### config.mk
export PLATFORM = sky130hd
export DESIGN_NAME = rom_port_arbiter
export DESIGN_NICKNAME = d
export VERILOG_FILES = /design/src/rtl/rom_port_pkg.sv /design/src/rtl/rom_rr_arbiter.sv /design/src/rtl/rom_port_arbiter.sv
export SDC_FILE = /design/constraint.sdc
export NUM_CORES = 1
export LEC_CHECK = 0
export ABC_AREA = 1
export BUFFER_PORTS_ARGS = -buffer_cell sky130_fd_sc_hd__buf_2
export CAP_MARGIN = 15
export CORE_MARGIN = 2
export CORE_UTILIZATION = 32
export DETAILED_ROUTE_END_ITERATION = 6
export PLACE_DENSITY = 0.61
export SETUP_SLACK_MARGIN = 0.2
export SLEW_MARGIN = 10
export SYNTH_ARGS = -nofsm -noshare
export SYNTH_HDL_FRONTEND = slang
export SYNTH_SLANG_ARGS = --single-unit
export TNS_END_PERCENT = 30
### constraint.sdc
create_clock -name clk -period 7.2 [get_ports clk]
set_input_delay 0.72 -clock clk [delete_from_list [all_inputs] [get_ports clk]]
set_output_delay 0.72 -clock clk [all_outputs]
set_load 0.005 [all_outputs]
### src/rtl/rom_port_pkg.sv
// Shared types and default ROM geometry for the boot-ROM port arbiter.
package rom_port_pkg;

  typedef enum logic [1:0] {
    IDLE  = 2'd0,
    ISSUE = 2'd1,
    DRAIN = 2'd2
  } rpa_state_e;

  typedef enum logic {
    REQ_IF = 1'b0,
    REQ_LD = 1'b1
  } req_id_e;

  localparam logic [31:0] ROM_BASE_DEF  = 32'hBFC0_0000;
  localparam int unsigned ROM_BYTES_DEF = 4096;

endpackage

### src/rtl/rom_rr_arbiter.sv
// Two-way round-robin grant for the IF and LD requesters; remembers the last winner.
module rom_rr_arbiter
  import rom_port_pkg::*;
(
  input  logic clk_i,
  input  logic rst_ni,
  input  logic req_if_i,
  input  logic req_ld_i,
  output logic gnt_if_o,
  output logic gnt_ld_o
);

  req_id_e last_q, last_d;

  // On a tie the requester that did not win last time is granted.
  assign gnt_if_o = req_if_i & (~req_ld_i | (last_q == REQ_LD));
  assign gnt_ld_o = req_ld_i & (~req_if_i | (last_q == REQ_IF));

  always_comb begin
    last_d = last_q;
    if (gnt_if_o)      last_d = REQ_IF;
    else if (gnt_ld_o) last_d = REQ_LD;
  end

  always_ff @(posedge clk_i or negedge rst_ni) begin
    if (!rst_ni) last_q <= REQ_LD;
    else         last_q <= last_d;
  end

endmodule

### src/rtl/rom_port_arbiter.sv
// Shares the byte-wide boot ROM read port between instruction fetch and data load;
// each grant reads four consecutive bytes and returns one big-endian 32-bit word.
module rom_port_arbiter
  import rom_port_pkg::*;
#(
  parameter int unsigned          A_WIDTH   = 32,
  parameter int unsigned          D_WIDTH   = 8,
  parameter logic [A_WIDTH-1:0]   ROM_BASE  = A_WIDTH'(ROM_BASE_DEF),
  parameter int unsigned          ROM_BYTES = ROM_BYTES_DEF
) (
  input  logic                 clk,
  input  logic                 rst_n,
  input  logic                 if_req_valid,
  output logic                 if_req_ready,
  input  logic [A_WIDTH-1:0]   if_addr,
  output logic                 if_rsp_valid,
  output logic [4*D_WIDTH-1:0] if_rdata,
  output logic                 if_err,
  input  logic                 ld_req_valid,
  output logic                 ld_req_ready,
  input  logic [A_WIDTH-1:0]   ld_addr,
  output logic                 ld_rsp_valid,
  output logic [4*D_WIDTH-1:0] ld_rdata,
  output logic                 ld_err,
  output logic                 mem_en,
  output logic [A_WIDTH-1:0]   mem_addr,
  input  logic [D_WIDTH-1:0]   mem_rdata
);

  localparam int unsigned W_WIDTH = 4 * D_WIDTH;

  rpa_state_e           state_q, state_d;
  logic [1:0]           beat_q, beat_d;
  req_id_e              id_q, id_d;
  logic [A_WIDTH-1:0]   addr_q, addr_d;
  logic [A_WIDTH-1:0]   mem_addr_q, mem_addr_d;
  logic                 mem_en_q, mem_en_d;
  logic                 prev_ok_q, prev_ok_d;
  logic [W_WIDTH-1:0]   word_q, word_d;
  logic                 err_q, err_d;
  logic                 if_rsp_valid_q, if_rsp_valid_d, ld_rsp_valid_q, ld_rsp_valid_d;
  logic [W_WIDTH-1:0]   if_rdata_q, if_rdata_d, ld_rdata_q, ld_rdata_d;
  logic                 if_err_q, if_err_d, ld_err_q, ld_err_d;

  logic                 idle, gnt_if, gnt_ld, hs;
  logic [A_WIDTH-1:0]   req_addr, issue_addr;
  logic [1:0]           beat_inc, cap_idx;
  logic                 cap_en;
  logic [D_WIDTH-1:0]   cap_byte;
  logic [W_WIDTH-1:0]   word_cap;
  logic                 err_cap;

  function automatic logic in_rom(input logic [A_WIDTH-1:0] a);
    logic [A_WIDTH-1:0] off;
    off = a - ROM_BASE;
    return off < A_WIDTH'(ROM_BYTES);
  endfunction

  assign idle = (state_q == IDLE);

  // Requests are only visible to the arbiter while idle and out of reset.
  rom_rr_arbiter u_arb (
    .clk_i    (clk),
    .rst_ni   (rst_n),
    .req_if_i (if_req_valid & idle & rst_n),
    .req_ld_i (ld_req_valid & idle & rst_n),
    .gnt_if_o (gnt_if),
    .gnt_ld_o (gnt_ld)
  );

  assign hs         = gnt_if | gnt_ld;
  assign req_addr   = gnt_ld ? ld_addr : if_addr;
  assign beat_inc   = beat_q + 2'd1;
  assign issue_addr = addr_q + A_WIDTH'(beat_inc);

  // The byte arriving now belongs to the beat issued in the previous cycle.
  assign cap_en   = ((state_q == ISSUE) && (beat_q != 2'd0)) || (state_q == DRAIN);
  assign cap_idx  = (state_q == DRAIN) ? 2'd3 : (beat_q - 2'd1);
  assign cap_byte = prev_ok_q ? mem_rdata : '0;
  assign err_cap  = err_q | (cap_en & ~prev_ok_q);

  always_comb begin
    word_cap = word_q;
    case (cap_idx)
      2'd0:    word_cap[W_WIDTH-1             -: D_WIDTH] = cap_byte;
      2'd1:    word_cap[W_WIDTH-1-D_WIDTH     -: D_WIDTH] = cap_byte;
      2'd2:    word_cap[W_WIDTH-1-2*D_WIDTH   -: D_WIDTH] = cap_byte;
      default: word_cap[D_WIDTH-1             -: D_WIDTH] = cap_byte;
    endcase
  end

  always_comb begin
    state_d        = state_q;
    beat_d         = beat_q;
    id_d           = id_q;
    addr_d         = addr_q;
    mem_addr_d     = mem_addr_q;
    mem_en_d       = mem_en_q;
    prev_ok_d      = mem_en_q;
    word_d         = word_q;
    err_d          = err_q;
    if_rsp_valid_d = 1'b0;
    ld_rsp_valid_d = 1'b0;
    if_rdata_d     = if_rdata_q;
    ld_rdata_d     = ld_rdata_q;
    if_err_d       = if_err_q;
    ld_err_d       = ld_err_q;
    case (state_q)
      IDLE: begin
        if (hs) begin
          state_d    = ISSUE;
          beat_d     = 2'd0;
          id_d       = gnt_ld ? REQ_LD : REQ_IF;
          addr_d     = req_addr;
          mem_addr_d = req_addr;
          mem_en_d   = in_rom(req_addr);
          word_d     = '0;
          err_d      = 1'b0;
        end
      end
      ISSUE: begin
        if (cap_en) begin
          word_d = word_cap;
          err_d  = err_cap;
        end
        if (beat_q == 2'd3) begin
          state_d  = DRAIN;
          mem_en_d = 1'b0;
        end else begin
          beat_d     = beat_inc;
          mem_addr_d = issue_addr;
          mem_en_d   = in_rom(issue_addr);
        end
      end
      DRAIN: begin
        state_d = IDLE;
        word_d  = word_cap;
        err_d   = err_cap;
        if (id_q == REQ_LD) begin
          ld_rsp_valid_d = 1'b1;
          ld_rdata_d     = word_cap;
          ld_err_d       = err_cap;
        end else begin
          if_rsp_valid_d = 1'b1;
          if_rdata_d     = word_cap;
          if_err_d       = err_cap;
        end
      end
      default: state_d = IDLE;
    endcase
  end

  always_ff @(posedge clk or negedge rst_n) begin
    if (!rst_n) begin
      state_q        <= IDLE;
      beat_q         <= 2'd0;
      id_q           <= REQ_IF;
      addr_q         <= '0;
      mem_addr_q     <= '0;
      mem_en_q       <= 1'b0;
      prev_ok_q      <= 1'b0;
      word_q         <= '0;
      err_q          <= 1'b0;
      if_rsp_valid_q <= 1'b0;
      ld_rsp_valid_q <= 1'b0;
      if_rdata_q     <= '0;
      ld_rdata_q     <= '0;
      if_err_q       <= 1'b0;
      ld_err_q       <= 1'b0;
    end else begin
      state_q        <= state_d;
      beat_q         <= beat_d;
      id_q           <= id_d;
      addr_q         <= addr_d;
      mem_addr_q     <= mem_addr_d;
      mem_en_q       <= mem_en_d;
      prev_ok_q      <= prev_ok_d;
      word_q         <= word_d;
      err_q          <= err_d;
      if_rsp_valid_q <= if_rsp_valid_d;
      ld_rsp_valid_q <= ld_rsp_valid_d;
      if_rdata_q     <= if_rdata_d;
      ld_rdata_q     <= ld_rdata_d;
      if_err_q       <= if_err_d;
      ld_err_q       <= ld_err_d;
    end
  end

  assign if_req_ready = gnt_if;
  assign ld_req_ready = gnt_ld;
  assign if_rsp_valid = if_rsp_valid_q;
  assign ld_rsp_valid = ld_rsp_valid_q;
  assign if_rdata     = if_rdata_q;
  assign ld_rdata     = ld_rdata_q;
  assign if_err       = if_err_q;
  assign ld_err       = ld_err_q;
  assign mem_en       = mem_en_q;
  assign mem_addr     = mem_addr_q;

endmodule

==> results.yml, run 1 <==
run_status:
  status: "completed"
detailed_routing:
  drc: 0
  vias: 7463
  drt_iter0_drc: 540
  routedWlPerCell_um: 15.4
  viasPerCell: 4.82
  wl_um: 23900
  ant_nets: 0
  firstDrtPassIters: 5
setup_path:
  crit_slowest_cell: "ha_1"
  critPathCapture: "mem_addr[11]"
  path_cells: "inv_1 -> ha_1 -> inv_2 -> nand2_1 -> inv_2 -> a21boi_4 -> inv_2 -> o21ai_1 -> a21oi_1 -> nor2_1"
  r2r_start: "state_q[1]"
  critical_path_required_ns: 7.55
  worstSetupPathType: "register to register"
  r2r_end: "mem_addr[11]"
  crit_start: "state_q[1]"
  path_delay_family: "buffers and inverters"
  critPathBufInv: 4
  end_kind: "register"
  max_stage_delay_ns: 0.89
  critical_path_depth: 10
  critPathLaunchType: "register"
  crit_top_cell: "inv_2"
  critPathArrivalTime_ns: 4.37
  ff2ff_path_depth: 10
  r2r_slack_ns: 3.18
  cp_max_fo: 45
cells_and_area:
  fin_nets: 1287
  num_antenna_cells: 0
  fill_cells: 2685
  final_common_cell: "nand2_1"
  final-instance-count-excl-fill: 1549
  drive_above_1_share_pct: 21.1
  area_growth_syn_to_layout_pct: 20.6
  final_cell_mix: "344 x nand2_1, 177 x buf_2, 172 x dfrtp_1"
timing:
  achievable-frequency_mhz: 249
  setup_viol: 0
  drv_slew: 0
  worst_pin_slew_ns: 1.08
  rsz0062_at_grt: "no"
  tns_ns: 0
  slew_headroom_pct: 27.9
  min_period_over_period_pct: 55.8
  period_minus_slack_ns: 4.02
  clock_skew_ns: 0.0177
  hold_viol: 0
clock_network:
  postCtsSetupRepairBufs: 0
  htree_num_levels: 4
  cts.sinks: 173
  clock_latency_ns: 0.43
  tritoncts: "yes"
  cts_resized: 0
  cts_root_buffer: "clkbuf_16"
  cts-hold-fix-buffers: 0
  cts_buffer_depth: 2
  clk_pin_slew_ns: 0.07
  cts_buffers: 17
power_and_ir_drop:
  powerDensity_mw_per_mm2: 457
  ir_worst_vdd_mv: 0.188
  p_leak_nw: 4.96
die:
  initial_core_util_pct: 32.8
  dieArea_mm2: 0.0281
  die_w_um: 168
  die_y_um: 168
  rows: 59
  coreArea_mm2: 0.0261
  io_pins: 179
synth:
  ys_types: 45
  syn_nets: 1136
  synth_cells: 1050
  syn-cell-area_mm2: 0.00856
  synth_top_area_share_pct: 50.3
  yosys_warnings: 0
  yosys.area.top_type: "dfrtp_1"
  ys_seq_area_share_pct: 50.6
  synthTopCellsByArea: "dfrtp_1 50%, nand2_1 15%, o21ai_0 9.3%, nor2_1 3.8%, o31ai_1 2.9%"
  avgSynthCellArea_um2: 8.16
  ys_seq_elements: 173
  synthFlopType: "dfrtp_1"
  synthArstFlopShare_pct: 100
  synth-edff-count: 0
grt:
  grt_pass1_wl_um: 38200
  grt_overflow: 0
  antenna_found_initial: 0
  grt_usage_pct: 17.1
  first_global_vias: 6991
  grt_max_degree: 70
placed_design:
  gp_congestion: 0.925
  hpwl_um: 16900
  port-buffer-count: 178
  dp.cells: 1516
min_path:
  min_path_type: "input pin to async pin"
run:
  drv_cap: 0
-- where the power goes --
part	total [mW]	leakage (nW)	internal [mW]	switching, mW
clock network	0.957	0.298	0.503	0.454
registers	1.68	2.20	1.39	0.286
logic	2.09	2.46	0.711	1.38
-- cells in the mapped netlist (4+ instances only) --
cell / instances
clkbuf_1: 34
inv_2: 5
xnor2_1: 5
o21ai_2: 4
nor2_1: 86
o211ai_1: 5
buf_2: 10
o21ai_1: 17
o31ai_1: 33
nor2_4: 5
nand3_1: 23
nand2_1: 345
nor2_2: 6
inv_1: 45
buf_6: 4
nor3_1: 5
ha_1: 9
a21oi_1: 14
or2_2: 4
mux2i_1: 11
o21ai_0: 160
dfrtp_1: 172
xor2_1: 9
nand2_2: 4
o22a_1: 6
-- state kept, by name, indices dropped and copies added, names as in the netlist --
signal,count
prev_ok_q,1
id_q,1
addr_q,32
if_rdata,32
u_arb.last_q,1
if_err,1
ld_rsp_valid,1
ld_rdata,32
word_q,32
mem_en,1
mem_addr,32
err_q,1
beat_q,2
state_q,2
ld_err,1
if_rsp_valid,1
-- stage by stage --
| step | power (mW) | area [µm²] | setup slack (ns) | util, % | hold WS (ns) |
|---|---|---|---|---|---|
| global placement | 3.75 | 9680 | 3.21 | 37.0 | 0.392 |
| CTS | 4.77 | 10300 | 3.15 | 39.4 | 0.204 |
| finish | 4.72 | 10300 | 3.18 | 39.5 | 0.206 |
| detailed placement | 3.81 | 9680 | 3.15 | 37.0 | 0.394 |
| global route | 5.15 | 10300 | 2.78 | 39.5 | 0.225 |
| floorplan | 3.05 | 8560 | 4.95 | - | 0.396 |
-- final cells by class --
cell class	count	area (µm²)	share of cell area [%]
multi-input combinational	772	3790	36.7
clock buffer	17	425	4.12
clock inverter	15	196	1.90
inverter	52	195	1.89
timing repair buffer	185	970	9.39
tap	335	419	4.06
sequential	173	4330	41.9
-- routing by layer --
metal	GRT usage [%]	vias up	wire, µm
met1	23.0	3480	11000
li1	-	3747	-
met5	0	-	0
met4	4.16	0	238
met2	28.7	221	11500
met3	3.17	15	1120
-- logic make-up after synthesis --
group           count (synthesis)  synth area share (%)
xor+xnor                       15                  1.62
mux                            11                  1.29
fa+ha+maj                      10                  1.55
simple gates                  488                  23.2
flops                         173                  50.6
compound gates                248                  16.5
buf+inv                       105                  5.23
-- how the worst min path moves through the flow --
stage,from,endpoint,slack (ns),cells past startpoint
3_3_place_gp,mem_en,prev_ok_q,0.39,0
5_1_grt,rst_n,word_q[8],0.22,1
3_5_place_dp,mem_en,prev_ok_q,0.39,0
2_1_floorplan,mem_en,prev_ok_q,0.40,0
4_1_cts,rst_n,ld_rdata[1],0.20,1
6_report,rst_n,if_rdata[2],0.21,1
No activity file was read; power rests on OpenSTA's default activity.
==> run 2, diff against run 1 <==
- ABC_AREA: 1 -> 0
- PLACE_DENSITY: 0.61 -> 0.62
- clock period: 7.2 -> 4 ns (I/O delays scaled with it)
==> run 2 against run 1 <==
Synthesized area decreased by 6.6%. Critical path type unchanged. Global-route usage increased by 0.30 points. Worst hold slack improved by 0.078 ns. Largest cell class unchanged. Combinational power increased by 17%. Count of clock-buffer cells in the layout increased by 2. Maximum frequency increased by 36%. Critical endpoint is now word_q[22]. Utilization increased by 0.45 points.
==> results.yml, run 2 <==
cells_and_area:
  final_cell_mix: "177 x buf_2, 175 x nand2_1, 164 x dfrtp_1"
  drive_above_1_share_pct: 24.5
  area_growth_syn_to_layout_pct: 22.2
  design_area_mm2: 0.00978
  final_common_cell: "buf_2"
  num_antenna_cells: 0
  layout.area.seq_mm2: 0.00413
  fin_nets: 1093
  utilization_pct: 40.0
  fill_cells: 2437
  multi_input_comb_area_mm2: 0.00361
run_status:
  status: "completed"
synth:
  yosys_warnings: 0
  syn_nets: 938
  synth_top_area_share_pct: 51.3
  synthTopCellsByArea: "dfrtp_1 51%, nand2_1 8.2%, o21ai_0 6.9%, mux2i_1 3.0%, clkbuf_1 2.2%"
  synth-edff-count: 0
  synth_commonest_cells: "175 x nand2_1, 164 x dfrtp_1, 111 x o21ai_0"
  avgSynthCellArea_um2: 9.39
  ys_seq_elements: 165
  syn-cell-area_mm2: 0.00800
  synth_cells: 852
  yosys.area.top_type: "dfrtp_1"
  synth_most_common_cell: "nand2_1"
  synthArstFlopShare_pct: 100
  synthFlopType: "dfrtp_1"
  ys_types: 59
  ys_seq_area_share_pct: 51.6
grt:
  first_global_vias: 6614
  antenna_found_initial: 0
  use_met2_pct: 27.7
  grt_overflow: 0
  grt_pass1_wl_um: 36100
  grt_max_degree: 155
  met1_usage_pct: 23.9
  grt_usage_pct: 17.4
  met3_usage_pct: 4.26
  top_usage_layer: "met2"
die:
  coreArea_mm2: 0.0245
  die_w_um: 162
  io_pins: 179
  rows: 57
  initial_core_util_pct: 32.7
  dieArea_mm2: 0.0263
  die_y_um: 162
clock_network:
  cts.sinks: 165
  cts_root_buffer: "clkbuf_16"
  clock_latency_ns: 0.43
  cts_resized: 0
  tritoncts: "yes"
  postCtsSetupRepairBufs: 0
  cts_buffer_depth: 2
  cts_buffers: 17
  clk_pin_slew_ns: 0.07
  htree_num_levels: 4
setup_path:
  critPathBufInv: 2
  crit_slowest_cell: "ha_1"
  cp_max_fo: 24
  ff2ff_path_depth: 8
  path_delay_family: "simple AND/OR/NAND/NOR gates"
  path_cells: "inv_1 -> ha_1 -> inv_1 -> a31oi_1 -> nand2_1 -> or2_2 -> o21ai_0 -> a22o_1"
  max_stage_delay_ns: 0.72
  critical_path_depth: 8
  critical_path_required_ns: 4.37
  crit_start: "state_q[0]"
  worstSetupPathType: "register to register"
  critPathLaunchType: "register"
  r2r_start: "state_q[0]"
  critPathArrivalTime_ns: 3.31
  crit_top_cell: "inv_1"
  end_kind: "register"
timing:
  drv_slew: 0
  fin_worst_hold_slack_ns: 0.284
  period_minus_slack_ns: 2.95
  achievable-frequency_mhz: 339
  slew_headroom_pct: 40.5
  min_period_over_period_pct: 73.7
  setup_viol: 0
  rsz0062_at_grt: "no"
  clock_skew_ns: 0.0149
  tns_ns: 0
  hold_viol: 0
  worst_pin_slew_ns: 0.886
power_and_ir_drop:
  powerDensity_mw_per_mm2: 687
  ir_worst_vdd_mv: 0.291
  finalPower_mw: 6.72
  p_leak_nw: 4.71
min_path:
  min_path_type: "input pin to register"
  hp-start: "ld_addr[10]"
  whs_path_depth: 3
detailed_routing:
  ant_nets: 0
  drc: 0
  drt_iter0_drc: 446
  viasPerCell: 5.10
  firstDrtPassIters: 5
  vias: 6861
  routedWlPerCell_um: 16.8
  wl_um: 22600
placed_design:
  port-buffer-count: 178
  hpwl_um: 16100
  dpl_cell_area_mm2: 0.00919
  gp_congestion: 0.886
run:
  drv_cap: 0
## run 2: cell families (layout without fill, tap and decap cells)
| group | Yosys count | count (layout) | share of synthesized area (%) |
|---|---|---|---|
| xor+xnor | 25 | 25 | 2.74 |
| compound gates | 228 | 228 | 17.3 |
| flops | 165 | 165 | 51.6 |
| simple gates | 317 | 317 | 18.2 |
| buf+inv | 68 | 236 | 3.33 |
| mux | 39 | 39 | 5.11 |
| fa+ha+maj | 10 | 10 | 1.66 |
## run 2: what timing repair did
| action | in CTS | in global routing |
|---|---|---|
| hold buffers | 1 | 0 |
| setup endpoints to repair | 0 | 0 |
| hold endpoints to repair | 10 | 0 |
## run 2: cell type report
class / count / share of cell area, %
clock buffer: 19 / 4.43
clock inverter: 13 / 1.50
inverter: 14 / 0.538
multi-input combinational: 619 / 36.9
sequential: 165 / 42.3
tap: 324 / 4.15
timing repair buffer: 190 / 10.3
## run 2: worst paths after layout
check	to	slack [ns]
setup reg to reg	word_q[22]	1.05
min in group asynchronous	mem_addr[7]	0.37
setup / recovery	word_q[22]	1.05
hold reg to reg	prev_ok_q	0.47
hold / removal	addr_q[10]	0.28
max in group asynchronous	addr_q[27]	2.52
## run 2: per-layer routing
layer  vias to the layer above  routed length, µm  part of all wire, %
li1                       3323                  -                    -
met1                      3258              10600                   47
met2                       255              10300                   46
met3                        25               1430                  6.3
met4                         0                285                  1.3
met5                         -                  0                    0
## run 2: worst reg2reg max path: stages, from the launching register on
cell     delay, ns
dfrtp_1       0.41
inv_1         0.11
ha_1          0.72
inv_1         0.14
a31oi_1       0.16
nand2_1       0.46
or2_2         0.55
o21ai_0       0.18
a22o_1        0.15
## run 2: through the flow
step / std cells / setup WS, ns
3_5_place_dp: 1311 / 1.05
4_1_cts: 1344 / 1.04
2_1_floorplan: 852 / 1.55
3_3_place_gp: 1311 / 1.12
5_1_grt: 1344 / 0.727
6_report: 1344 / 1.05
## run 2: power by group
group	internal [mW]	total, mW	switching, mW	leakage [nW]
Clock	0.931	1.65	0.715	0.284
Combinational	0.952	2.45	1.50	2.29
Sequential	2.20	2.62	0.429	2.14
Total	4.08	6.72	2.64	4.71
